`src/rtl/window_buffer_5x5.sv`:
```
// window_buffer_5x5
// Turns a raster-order pixel stream into a 5x5 sliding window. Four
// chained line buffers supply rows r-4..r-1 at the current column, and
// pixel_in supplies row r. Windows are flagged valid only where all 25
// taps belong to the current frame (row >= 4, col >= 4).
module window_buffer_5x5 #(
    parameter int IMG_W = 28,
    parameter int IMG_H = 28
) (
    input  logic              clk,
    input  logic              rst_n,
    input  logic              valid_in,
    input  logic signed [7:0] pixel_in,
    output logic signed [7:0] data_out_0,
    output logic signed [7:0] data_out_1,
    output logic signed [7:0] data_out_2,
    output logic signed [7:0] data_out_3,
    output logic signed [7:0] data_out_4,
    output logic signed [7:0] data_out_5,
    output logic signed [7:0] data_out_6,
    output logic signed [7:0] data_out_7,
    output logic signed [7:0] data_out_8,
    output logic signed [7:0] data_out_9,
    output logic signed [7:0] data_out_10,
    output logic signed [7:0] data_out_11,
    output logic signed [7:0] data_out_12,
    output logic signed [7:0] data_out_13,
    output logic signed [7:0] data_out_14,
    output logic signed [7:0] data_out_15,
    output logic signed [7:0] data_out_16,
    output logic signed [7:0] data_out_17,
    output logic signed [7:0] data_out_18,
    output logic signed [7:0] data_out_19,
    output logic signed [7:0] data_out_20,
    output logic signed [7:0] data_out_21,
    output logic signed [7:0] data_out_22,
    output logic signed [7:0] data_out_23,
    output logic signed [7:0] data_out_24,
    output logic              valid_out_buf,
    output logic              frame_done
);

    localparam int CW = (IMG_W > 1) ? $clog2(IMG_W) : 1;
    localparam int RW = (IMG_H > 1) ? $clog2(IMG_H) : 1;

    logic [CW-1:0] col;
    logic [RW-1:0] row;

    // lb[k][0] is the newest entry; lb[k][IMG_W-1] is the tap for row r-1-k.
    logic signed [7:0] lb  [4][IMG_W];
    logic signed [7:0] win [5][5];

    logic last_col;
    logic last_row;
    logic in_valid_region;

    assign last_col        = (col == CW'(IMG_W - 1));
    assign last_row        = (row == RW'(IMG_H - 1));
    assign in_valid_region = (row >= RW'(4)) && (col >= CW'(4));

    // Raster position of the next accepted pixel; wraps at end of frame.
    always_ff @(posedge clk or negedge rst_n) begin
        if (!rst_n) begin
            col <= '0;
            row <= '0;
        end else if (valid_in) begin
            if (last_col) begin
                col <= '0;
                row <= last_row ? '0 : row + 1'b1;
            end else begin
                col <= col + 1'b1;
            end
        end
    end

    // Line buffers: contents are masked by validity gating, so no reset.
    always_ff @(posedge clk) begin
        if (valid_in) begin
            lb[0][0] <= pixel_in;
            for (int k = 1; k < 4; k++) begin
                lb[k][0] <= lb[k-1][IMG_W-1];
            end
            for (int k = 0; k < 4; k++) begin
                for (int i = 1; i < IMG_W; i++) begin
                    lb[k][i] <= lb[k][i-1];
                end
            end
        end
    end

    // Window shifts left one column per accepted pixel; column 4 takes the new column.
    always_ff @(posedge clk or negedge rst_n) begin
        if (!rst_n) begin
            for (int i = 0; i < 5; i++) begin
                for (int j = 0; j < 5; j++) begin
                    win[i][j] <= '0;
                end
            end
        end else if (valid_in) begin
            for (int i = 0; i < 5; i++) begin
                for (int j = 0; j < 4; j++) begin
                    win[i][j] <= win[i][j+1];
                end
            end
            win[0][4] <= lb[3][IMG_W-1];
            win[1][4] <= lb[2][IMG_W-1];
            win[2][4] <= lb[1][IMG_W-1];
            win[3][4] <= lb[0][IMG_W-1];
            win[4][4] <= pixel_in;
        end
    end

    // Validity and end-of-frame flags, one cycle per accepted pixel.
    always_ff @(posedge clk or negedge rst_n) begin
        if (!rst_n) begin
            valid_out_buf <= 1'b0;
            frame_done    <= 1'b0;
        end else begin
            valid_out_buf <= valid_in && in_valid_region;
            frame_done    <= valid_in && last_row && last_col;
        end
    end

    assign data_out_0  = win[0][0];
    assign data_out_1  = win[0][1];
    assign data_out_2  = win[0][2];
    assign data_out_3  = win[0][3];
    assign data_out_4  = win[0][4];
    assign data_out_5  = win[1][0];
    assign data_out_6  = win[1][1];
    assign data_out_7  = win[1][2];
    assign data_out_8  = win[1][3];
    assign data_out_9  = win[1][4];
    assign data_out_10 = win[2][0];
    assign data_out_11 = win[2][1];
    assign data_out_12 = win[2][2];
    assign data_out_13 = win[2][3];
    assign data_out_14 = win[2][4];
    assign data_out_15 = win[3][0];
    assign data_out_16 = win[3][1];
    assign data_out_17 = win[3][2];
    assign data_out_18 = win[3][3];
    assign data_out_19 = win[3][4];
    assign data_out_20 = win[4][0];
    assign data_out_21 = win[4][1];
    assign data_out_22 = win[4][2];
    assign data_out_23 = win[4][3];
    assign data_out_24 = win[4][4];

endmodule

```
`config.mk`:
```
export PLATFORM = sky130hd
export DESIGN_NAME = window_buffer_5x5
export DESIGN_NICKNAME = d
export VERILOG_FILES = /design/src/rtl/window_buffer_5x5.sv
export SDC_FILE = /design/constraint.sdc
export NUM_CORES = 1
export LEC_CHECK = 0
export CAP_MARGIN = 10
export CORE_UTILIZATION = 30
export CTS_BUF_LIST = sky130_fd_sc_hd__clkbuf_8
export DETAILED_ROUTE_END_ITERATION = 12
export PLACE_DENSITY = 0.43
export SKIP_LAST_GASP = 1
export SLEW_MARGIN = 0
export SYNTH_ARGS = -nofsm -noshare
export SYNTH_HDL_FRONTEND = slang
export SYNTH_SLANG_ARGS = --single-unit
export TNS_END_PERCENT = 50
```
`constraint.sdc`:
```
create_clock -name clk -period 3.4 [get_ports clk]
set_clock_uncertainty 0.05 [all_clocks]
set_input_delay 0.51 -clock clk [delete_from_list [all_inputs] [get_ports clk]]
set_output_delay 0.51 -clock clk [all_outputs]
set_load 0.1 [all_outputs]
```
==> results of run 1 <==
==> kinds of logic (layout without fill, tap and decap cells) <==
group / count (synthesis) / in the layout / share of synthesized area [%]
fa+ha+maj: 4 / 4 / 0.1433
xor+xnor: 2 / 2 / 0.05016
other cells: 0 / 2 / 0
mux: 204 / 204 / 6.570
buf+inv: 28 / 606 / 0.5015
simple gates: 25 / 25 / 0.3833
flops: 1108 / 1108 / 92.22
compound gates: 7 / 7 / 0.1326
==> per-stage QoR <==
step	std cells	instance area, µm²	power, µW
finish	3470	42730	33080
global route	3469	42730	34600
CTS	3468	42730	33790
detailed placement	3122	39200	22370
global placement	3122	39200	22330
floorplan	1378	34930	20630
==> cell type report <==
type / instances / share of cell area, %
repair buffers: 257 / 5.967
flip-flops and latches: 1108 / 75.37
clock buffers: 193 / 6.216
inverters: 4 / 0.03513
multi-input cells: 242 / 5.949
well taps: 1512 / 4.427
clock inverters: 152 / 2.020
diodes: 2 / 0.01171
==> what timing repair did <==
action                    in CTS  in global routing
gates resized for setup        0                  0
hold endpoints to repair      68                  0
hold buffers                   1                  0
buffers inserted               0                  0
==> power groups by stage <==
stage | logic, µW | clock network [µW] | registers [µW]
6_report | 5540 | 11000 | 16500
3_5_place_dp | 5580 | 0 | 16800
4_1_cts | 5590 | 11700 | 16600
5_1_grt | 5720 | 12200 | 16700
2_1_floorplan | 597 | 0 | 20000
3_3_place_gp | 5570 | 0 | 16800
==> how the worst max path moves through the flow <==
stage                endpoint  slack (ps)  depth (start not counted)
6_report        data_out_2[3]         440                          1
3_5_place_dp    data_out_4[4]        1200                          3
5_1_grt         data_out_2[3]         310                          1
3_3_place_gp       lb[1][126]        1230                          3
4_1_cts        data_out_23[5]         300                          1
2_1_floorplan          row[4]        1880                          5
==> cells in the final DEF, fill, tap and decap left out, types with 3 or more instances in the layout <==
cell	n
clkinv_1	48
clkbuf_8	193
nor2_1	6
edfxtp_1	896
buf_12	16
nor2b_1	3
bufinv_16	5
o21ai_0	3
clkinv_2	15
inv_8	3
inv_1	74
and3_1	3
buf_4	77
mux2_2	200
dfrtp_1	212
nand2_1	4
inv_12	4
clkdlybuf4s50_1	161
ha_1	4
==> layer usage <==
layer	share of wire [%]	vias to the layer above
met1	49	7293
met4	3.0	0
met5	0	-
met2	41	355
met3	6.8	147
li1	-	6297
==> results.txt, run 1 <==
* Run status: finished, final reports clean
- The floorplan step set the die width to 343.2 µm.
- Number of nets produced by synthesis: 1393
* Effective utilization at floorplan: 30.42%
- Sequential cells were found to cover 92.22% of the synthesized design area.
- TritonCTS built the clock tree.
* F_max: 0.3378 GHz
- Hold-critical path depth: 1
- The die covers 117800 µm².
- The detail route stage leaves a number of antenna-violating nets equal to 0.
* Worst-path cell with the longest stage delay: clkdlybuf4s50_1
* Area occupied by multi-input gates: 2542 µm²
- Clock buffer count from CTS: 185
* PortBufs: 212
- Most Used Layer, Global Route: met1
- DR iter-0 viols: 877
- Gate power share: 16.7%
- The final route contains 14.09k vias.
- After global routing the overflow that remains totals 0.
- Final Setup Violations: 0
- Crit path buffers/inverters: 1
* Ports: 213
* End of the worst register-to-register path: row[4]
- Summed over all cells, the static leakage comes to 0.01544 µW.
* Largest net degree at the start of global routing: 117
- Timing analysis after detailed placement gives a worst setup slack of 1198 ps.
- Synthesis-stage register bit count: 1108
- Unrepaired setup endpoints after global routing: no
* Initial DRT Pass Iterations: 4
* Reg clk slew, reported paths: 60 ps
- Type of the setup path with the least slack: flip-flop to primary output
* Antenna violations before repair: 5
- The number of different library cells used by synthesis comes to 26.
- Data required time of the worst path: 2840 ps
- Type of element capturing the critical path: primary output
* Sequential Power Share: 49.9%
- The worst register-to-register path has a depth of 4.
- Worst hold path endpoint: lb[0][219]
- PnR worst setup slack: 439.5 ps
* Layout net count: 1813
- Wire length of the first global-routing pass: 89710 µm
* Largest buffer count on any clock path: 3
- Max-cap violations in this run came to 0.
- After detailed routing, the average wire length per cell comes to 16.32 µm.
* Total wire length: 56630 µm
- Fraction of layout cells with a size suffix above 1: 26.69%
- Delay-heaviest family, CP: buffers and inverters
* Commonest cells post-synth: 896 x edfxtp_1, 212 x dfrtp_1, 200 x mux2_2
- Synth async-reset ratio: 19.13%
- Of all cell types, the one taking the most synthesized area is edfxtp_1.
* Internal Dissipation: 22830 µW
- After legalization and detailed placement, the total HPWL measured 30080 µm.
* Dominant register cell in the synthesized netlist: edfxtp_1
- Summed over all nets, the switching power comes to 10250 µW.
* Register with the highest flop count: lb
- The tree is rooted in a clkbuf_8.
- The worst register-to-register path begins at col[1].
- Final count of hold timing violations: 0
- Max-slew violation count: 0
- Area growth from synthesis to final layout: 22.35%
* Power per unit of standard cell area: 774.1 nW/µm²
- CP startpoint: data_out_2[3]
- Crit path launch type: flip-flop
- The via count of the first global-routing pass is 14.75k.
- Met1 Usage GRT: 14.60%
- Worst min-delay path class: input pin to flip-flop
- Setup slack on the worst reg-to-reg path comes out at 1880 ps.
- For this run, the slowest stage of the critical path takes 1160 ps.
* Maximum vdd ir drop: 0.6105 mV
- Total of warnings raised by yosys: 0
* Finished Core Util: 37.22%
* Std cell rows: 124
- Proportion of netlist area held by the largest area contributor: 77.03%
* Worst max-slew margin expressed relative to the limit: 29.91%
- GPL Wtd Cong: 0.7008
- Average footprint of a synthesized cell: 25.35 µm²
* Final min period: 2961 ps
* Sum of negative setup slack: 0 ps
- For this run, global-route usage on met3 was measured as 3.620%.
- In the global route stage, met2 resource usage came out at 12.68%.
* Die Y: 343.2 µm
- The signal on the critical path passes through clkdlybuf4s50_1.
- The startpoint identified for the worst hold timing path is valid_in.
- Area of the core: 114800 µm²
- Worst-Skew Late Latency: 830 ps
- At the pin with the least slew margin, the transition time is 1048 ps.
* H-tree levels: 4
* Final Hold Slack: 148.4 ps
- EDFF count, synth: 896
- In the routed layout, each cell is associated on average with a via count of 4.061.
* Sw frac: 30.98%
- Critical Path Fanout Max: 3
- Storage element area: 32210 µm²
- For this run, design rule violations remaining after detail routing come to 0.
* Count of filler cells inserted in the layout: 10.56k
- After layout, the worst path uses 87.07% of the clock period.
- In the post-synthesis netlist, the cell with the most instances is edfxtp_1.
* Ranking of synthesized cells by area: edfxtp_1 77%, dfrtp_1 15%, mux2_2 6.4%
* Total routing resource utilization after global routing: 9.904%
- Gate Count Post-Synth: 1378
- The share of total power dissipated in the clock network is 33.3%.
- Mapped cell area: 34930 µm²
- CTS sink cnt: 1108
- Arrival time at the worst endpoint: 2400 ps
* Flip-flop count of the largest register, all copies and words added: 896
(Power assumes the default switching activity.)
==> run 2, diff against run 1 <==
--- a/config.mk
+++ b/config.mk
@@ -9,10 +9,11 @@
 export CORE_UTILIZATION = 30
 export CTS_BUF_LIST = sky130_fd_sc_hd__clkbuf_8
 export DETAILED_ROUTE_END_ITERATION = 12
+export GPL_TIMING_DRIVEN = 0
 export PLACE_DENSITY = 0.43
 export SKIP_LAST_GASP = 1
 export SLEW_MARGIN = 0
 export SYNTH_ARGS = -nofsm -noshare
 export SYNTH_HDL_FRONTEND = slang
 export SYNTH_SLANG_ARGS = --single-unit
-export TNS_END_PERCENT = 50
+export TNS_END_PERCENT = 10
==> run 2 against run 1 <==
Compared with the run above:
- sequential power is essentially flat
- count of clock-buffer cells in the layout rose by 4
- worst hold slack lost 50 ps
- register-to-register slack lost 40 ps
- critical endpoint is now data_out_17[6]
==> results.txt, run 2 (synthesized netlist as in run 1, its figures left out) <==
* Sum of negative setup slack: 0 ps (unchanged)
- Launch point of the worst reg-to-reg path: col[0]
- Cell depth of the worst setup path: 8 (+7)
* PortBufs: 212 (unchanged)
* Cell-by-cell listing of the critical path: dlygate4sd3_1, buf_8, buf_16, buf_16, buf_4, buf_2, buf_4, mux2_2
* Standby leakage power: 0.01540 µW (-0.26%)
* Die Y: 343.2 µm (unchanged)
- Area of all placed cells without fillers: 42920 µm² (+0.44%)
- Critical path endpoint: data_out_17[6]
- The kind of cell with the highest combined delay along the critical path is buffers and inverters.
- The ratio of cells with drive above 1 in the final layout was 24.50% (-2.2 points).
* Arrival time at the worst endpoint: 3880 ps (+1480 ps)
- The average detailed-routed wire length per instance was 17.93 µm (+9.9%).
* Crit path launch type: input pin
* Antenna violations before repair: 7 (+2)
- The number of buffer and inverter instances along the worst setup path is 7 (+6).
* Register with the highest flop count: lb
- Worst r2r path cells: 5 (+1)
- The critical-path maximum fanout is 93 (+90).
* Largest buffer count on any clock path: 3 (unchanged)
- TritonCTS built the clock tree.
* Max-slew violation count: 0 (unchanged)
- H-tree levels: 4 (unchanged)
- The delay of the slowest cell on the worst path came to 560 ps (-600 ps).
- ANT nets after route: 0 (unchanged)
* GPL Wtd Cong: 0.7069 (+0.87%)
- The count of endpoints failing hold in the final timing report was 0 (unchanged).
- Area of the die: 117800 µm² (unchanged)
- The worst slack after detailed placement is -300.7 ps (-1499 ps).
- Clock root buffer: clkbuf_8
* Total vias in the final route: 14.33k (+1.7%)
- PnR worst setup slack: 153.5 ps (-286.0 ps)
- The number of setup violations in the final report came to 0 (unchanged).
- Largest net degree at the start of global routing: 132 (+13%)
- DR iter-0 viols: 978 (+12%)
- The max-cap violation count was 0 (unchanged).
* Layout net count: 1807 (-0.33%)
- Worst max-slew margin expressed relative to the limit: 28.07% (-1.8 points)
* Flip-flop count of the largest register, all copies and words added: 896 (unchanged)
- The maximum resistive drop on vdd is 0.6009 mV (-1.6%).
- The final period utilization came to 95.49% (+8.4 points).
* Wire length of the first global-routing pass: 95770 µm (+6.8%)
- The switching portion of total power was 31.00% (about the same).
- The effective utilization at floorplan is 30.42% (unchanged).
- The remaining global-route overflow was 0 (unchanged).
* Tightest Pin Transition: 1076 ps (+27.50 ps)
* Total power consumption of the routed design: 33540 µW (+1.4%)
* Total routing resource utilization after global routing: 10.79% (+0.88 points)
* Run status: finished, final reports clean
* Final min period: 3247 ps (+286.0 ps)
- Die X-Extent: 343.2 µm (unchanged)
* Met3 demand-to-capacity share in global routing: 3.625% (+0.0055 points)
- CP startpoint: valid_in
- Clock buffer count from CTS: 186 (+0.54%)
- Gate power share: 16.6% (about the same)
- Std cell rows: 124 (unchanged)
- The power density over cell area is 781.4 nW/µm² (+0.94%).
- After global routing, the most crowded layer is met1.
- The global routing met1 resource utilization came to 15.96% (+1.4 points).
- The net switching component of the power was 10400 µW (+1.5%).
* Area growth from synthesis to final layout: 22.89%
- Cell area after placement: 39250 µm² (+0.12%)
- The tightest min-delay check is of the input pin to asynchronous set/reset pin type.
* Leading cell types in the layout, fill and taps excluded: 896 x edfxtp_1, 212 x dfrtp_1, 208 x clkdlybuf4s50_1, 200 x mux2_2, 197 x clkbuf_8
- Number of global-route vias before repair: 15.17k (+2.8%)
* Reg2Reg Setup Slack: 1840 ps (-40 ps)
* Ports: 213 (unchanged)
- Ratio of routed vias to standard cells: 4.135 (+1.8%)
- The clock share of power was 34.0% (+0.7 points).
- The HPWL reported at the end of detailed placement was 34800 µm (+16%).
* F_max: 0.3080 GHz (-8.8%)
* Internal Dissipation: 23140 µW (+1.3%)
- The area of the core came to 114800 µm² (unchanged).
- Total wire length: 62140 µm (+9.7%)
- Worst-Skew Late Latency: 820 ps (about the same)
- The count of unresolved DRC violations after routing is 0 (unchanged).
- The clock-pin slew of the registers on the worst-case setup and hold paths is 60 ps (about the same).
- The global-route met2 utilization is 14.28% (+1.6 points).
- Initial DRT Pass Iterations: 4 (unchanged)
* Unrepaired setup endpoints after global routing: no
* Finished Core Util: 37.39% (+0.16 points)
- Most common cell after layout, fill and taps aside: edfxtp_1
- The sequential fraction of design power was 49.4% (-0.5 points).
* Data required time of the worst path: 4040 ps (+1200 ps)
- End of the worst register-to-register path: row[2]
* Type of element capturing the critical path: flip-flop
- Among all stages on the critical path, the largest delay is contributed by dlygate4sd3_1.
* Type of the setup path with the least slack: input pin to flip-flop
- The count of clock tree sinks came to 1108 (unchanged).
==> run 2: cell types whose count changed in the layout (fill, tap and decap cells not counted), sizes merged, moves of 2 or more <==
cell / before / now
inv: 84 / 76
buf: 95 / 37
dlygate4sd3: 1 / 3
clkdlybuf4s50: 161 / 208
bufinv: 5 / 7
clkbuf: 193 / 197
clkinv: 65 / 68
==> run 2: per-layer routing <==
layer  up-vias  wire length, µm
met5         -                0
met4         0             1622
met3       139             4283
met2       382            25980
met1      7522            30250
li1       6286                -
==> run 2: metrics by stage <==
step           cells  hold WS (ps)
2_1_floorplan   1378         164.4
3_3_place_gp    3102         353.3
3_5_place_dp    3113         333.3
4_1_cts         3463        0.3135
5_1_grt         3465         20.22
6_report        3465         98.07
==> run 2: power by group through the flow <==
stage	clock network [µW]	logic, µW	registers (µW)
CTS	12000	5630	16600
floorplan	0	597	20000
global route	12600	5750	16700
global placement	0	5540	17600
finish	11400	5580	16600
detailed placement	0	5620	16800
==> run 2: cell type report <==
type | count | area (µm²)
multi-input combinational | 242 | 2542
sequential | 1108 | 32210
antenna | 2 | 5.005
buffer | 24 | 160.2
fill | 10444 | 71890
tap | 1512 | 1892
inverter | 4 | 15.01
clock buffer | 197 | 2711
timing repair buffer | 226 | 2459
clock inverter | 150 | 927.1
==> run 2: how the worst min path moves through the flow <==
stage,startpoint,slack (ps),cells after the start,endpoint
after global routing,rst_n,20,2,data_out_17[7]
after floorplan,rst_n,160,0,col[0]
after global placement,lb[2][216],350,0,lb[2][208]
after detailed placement,rst_n,330,1,data_out_15[7]
final,rst_n,100,2,data_out_17[7]
after CTS,rst_n,0.3,2,data_out_17[7]
==> run 2: what timing repair did <==
action	4_1_cts	5_1_grt
resized for setup	1	1
hold buffers	3	0
hold endpoints to repair	256	0
setup buffers	0	0
setup endpoints to repair	1	1
==> run 3, diff against run 2 <==
--- a/config.mk
+++ b/config.mk
@@ -10,6 +10,7 @@
 export CTS_BUF_LIST = sky130_fd_sc_hd__clkbuf_8
 export DETAILED_ROUTE_END_ITERATION = 12
 export GPL_TIMING_DRIVEN = 0
+export HOLD_SLACK_MARGIN = 0.06
 export PLACE_DENSITY = 0.43
 export SKIP_LAST_GASP = 1
 export SLEW_MARGIN = 0
==> run 3 against run 2 <==
Compared with the run above:
- total power about the same
- sequential share of layout area about the same
- global-route usage about the same
- wire length decreased by 0.12%
- die area unchanged
- worst setup slack improved by 16 ps
- worst hold slack improved by 120 ps
- sequential cell count unchanged
- non-clock buffer count unchanged
==> results.txt, run 3 (synthesized netlist as in run 1, its figures left out) <==
- TritonCTS clock tree: done
* Clock buffer count from CTS: 186 (unchanged)
- The delay of the slowest cell on the worst path is 560 ps (about the same).
- Ratio of routed vias to standard cells: 4.142 (+0.16%)
- Post-placement cell count: 3113 (unchanged)
- The tightest min-delay check is of the input pin to asynchronous set/reset pin type.
- The number of setup violations in the final report was 0 (unchanged).
- Ports: 213 (unchanged)
- Die Y: 343.2 µm (unchanged)
* Data required time of the worst path: 4060 ps (+20 ps)
- Power per unit of standard cell area: 781.3 nW/µm² (about the same)
- The number of detailed-routing iterations run before antenna repair came to 4 (unchanged).
- The net count reported at finish came to 1807 (unchanged).
* Type of the setup path with the least slack: input pin to flip-flop
- Area of all placed cells without fillers: 42930 µm² (about the same)
* Tightest Pin Transition: 1076 ps (-0.01809 ps)
- Area of the core: 114800 µm² (unchanged)
- The worst hold slack came to 215.5 ps (+117.4 ps).
* Number of global-route vias before repair: 15.18k (+0.040%)
- The number of flip-flops in the largest register was 896 (unchanged).
* Largest buffer count on any clock path: 3 (unchanged)
* Worst-path cell with the longest stage delay: dlygate4sd3_1
- Die X-Extent: 343.2 µm (unchanged)
- The critical-path maximum fanout came to 93 (unchanged).
* Clock root buffer: clkbuf_8
* Unrepaired setup endpoints after global routing: no
- GPL Wtd Cong: 0.7069 (unchanged)
* Leading cell types in the layout, fill and taps excluded: 896 x edfxtp_1, 212 x dfrtp_1, 208 x clkdlybuf4s50_1, 200 x mux2_2, 197 x clkbuf_8
* ANT nets after route: 0 (unchanged)
* Avg WL per Cell: 17.91 µm (-0.15%)
- The number of standard cells in the final layout excluding fillers is 3466 (+0.029%).
- Total congestion overflow: 0 (unchanged)
* Final min period: 3230 ps (-16.11 ps)
- Count of filler cells inserted in the layout: 10.44k (-0.019%)
- The flow ran to the end, and the final reports show no timing, DRC or antenna violations.
- The area after detailed placement is 39250 µm² (unchanged).
- The headroom to the max-slew limit came to 28.07% (about the same).
- The combined global-route utilization of all metal layers was 10.78% (-0.011 points).
* Arrival time at the worst endpoint: 3890 ps (about the same)
- Total power consumption of the routed design: 33550 µW (about the same)
- HPWL Detailed: 34800 µm (unchanged)
* Area occupied by multi-input gates: 2542 µm² (unchanged)
- STA classifies the critical path startpoint as an input pin.
- Max-slew violation count: 0 (unchanged)
* Largest net degree at the start of global routing: 132 (unchanged)
* Part of the cycle the worst path needs: 95.01% (-0.47 points)
- The routed wire length came to 62060 µm (-0.12%).
- Fraction of layout cells with a size suffix above 1: 24.55% (+0.051 points)
- The total area of sequential cells is 32210 µm² (unchanged).
- The latest clock arrival within the worst-skew pair was 820 ps (about the same).
- The die footprint came to 117800 µm² (unchanged).
- PortBufs: 212 (unchanged)
- Register with the highest flop count: lb
- The number of DRC markers in iteration 0 was 973 (-0.51%).
- H-tree levels: 4 (unchanged)
- The max-cap violation count came to 0 (unchanged).
* DRC errors left: 0 (unchanged)
- Type of element capturing the critical path: flip-flop
* Wire length of the first global-routing pass: 95740 µm (about the same)
* Most common cell after layout, fill and taps aside: edfxtp_1
- The number of antenna violations at the first check in global routing came to 7 (unchanged).
- The signal on the critical path passes through dlygate4sd3_1, buf_8, buf_16, buf_16, buf_4, buf_2, buf_4, mux2_2.
* Reg clk slew, reported paths: 60 ps (about the same)
- The worst reg-to-reg path cell count is 5 (unchanged).
- The count of clock tree sinks is 1108 (unchanged).
* Final count of hold timing violations: 0 (unchanged)
- The vias after detailed routing is 14.36k (+0.19%).
- Area growth from synthesis to final layout: 22.92% (about the same)
* Standby leakage power: 0.01541 µW (about the same)
- The total negative slack was 0 ps (unchanged).
- Std cell rows: 124 (unchanged)
* Effective utilization at floorplan: 30.42% (unchanged)
- The maximum resistive drop on vdd was 0.6010 mV (about the same).
- F_max: 0.3096 GHz (+0.50%)
==> run 3: cell types whose count changed in the layout (fill, tap and decap cells not counted) <==
cell           previous run  this run
dlygate4sd3_1             3         2
diode_2                   2         3
buf_12                    1         2
==> run 3: what timing repair did <==
item                                    in CTS  in global routing
gates resized for setup                      1                  1
endpoints found under the hold margin      256                  0
endpoints found under the setup margin       1                  1
hold buffers                                 3                  0
buffers inserted                             0                  0
==> run 3: critical path: cells and delay by family <==
family	cells	cell delay [ps]
muxes	1	380
buffers and inverters	7	2760
==> run 3: path summary, 6_finish.rpt <==
kind | start | endpoint | slack, ps
worst max-delay path | valid_in | data_out_16[3] | 170
worst min-delay path | rst_n | data_out_2[6] | 220
worst max register to register | col[0] | row[2] | 1840
worst min register to register | lb[1][130] | lb[1][122] | 330
max in group asynchronous | rst_n | data_out_18[0] | 2370
min in group clk | pixel_in[1] | lb[0][217] | 240
==> run 3: metrics by stage <==
stage	util (%)	setup slack, ps
finish	37.40	169.6
global route	37.39	7.163
CTS	37.39	47.58
detailed placement	34.18	-300.7
global placement	33.92	-29730
floorplan	-	1882
==> run 3: layout make-up <==
cell class                 instances  area share (%)
clock buffer                     197           6.315
multi-input combinational        242           5.922
antenna                            3         0.01749
tap                             1512           4.406
sequential                      1108           75.02
clock inverter                   150           2.159
buffer                            24          0.3730
timing repair buffer             226           5.750
inverter                           4         0.03497
==> run 3: report_power, final <==
| part | internal, µW | switching, µW | total [µW] |
|---|---|---|---|
| clock | 5980 | 5420 | 11400 |
| combinational | 1260 | 4320 | 5580 |
| sequential | 15900 | 665 | 16600 |
==> run 3: per-layer routing <==
layer  part of all wire, %  up-vias  global-route usage (%)
li1                      -     6289                       -
met1                    48     7538                   15.95
met2                    42      391                   14.26
met3                   7.1      138                   3.625
met4                   2.6        0                   4.565
met5                     0        -                       0
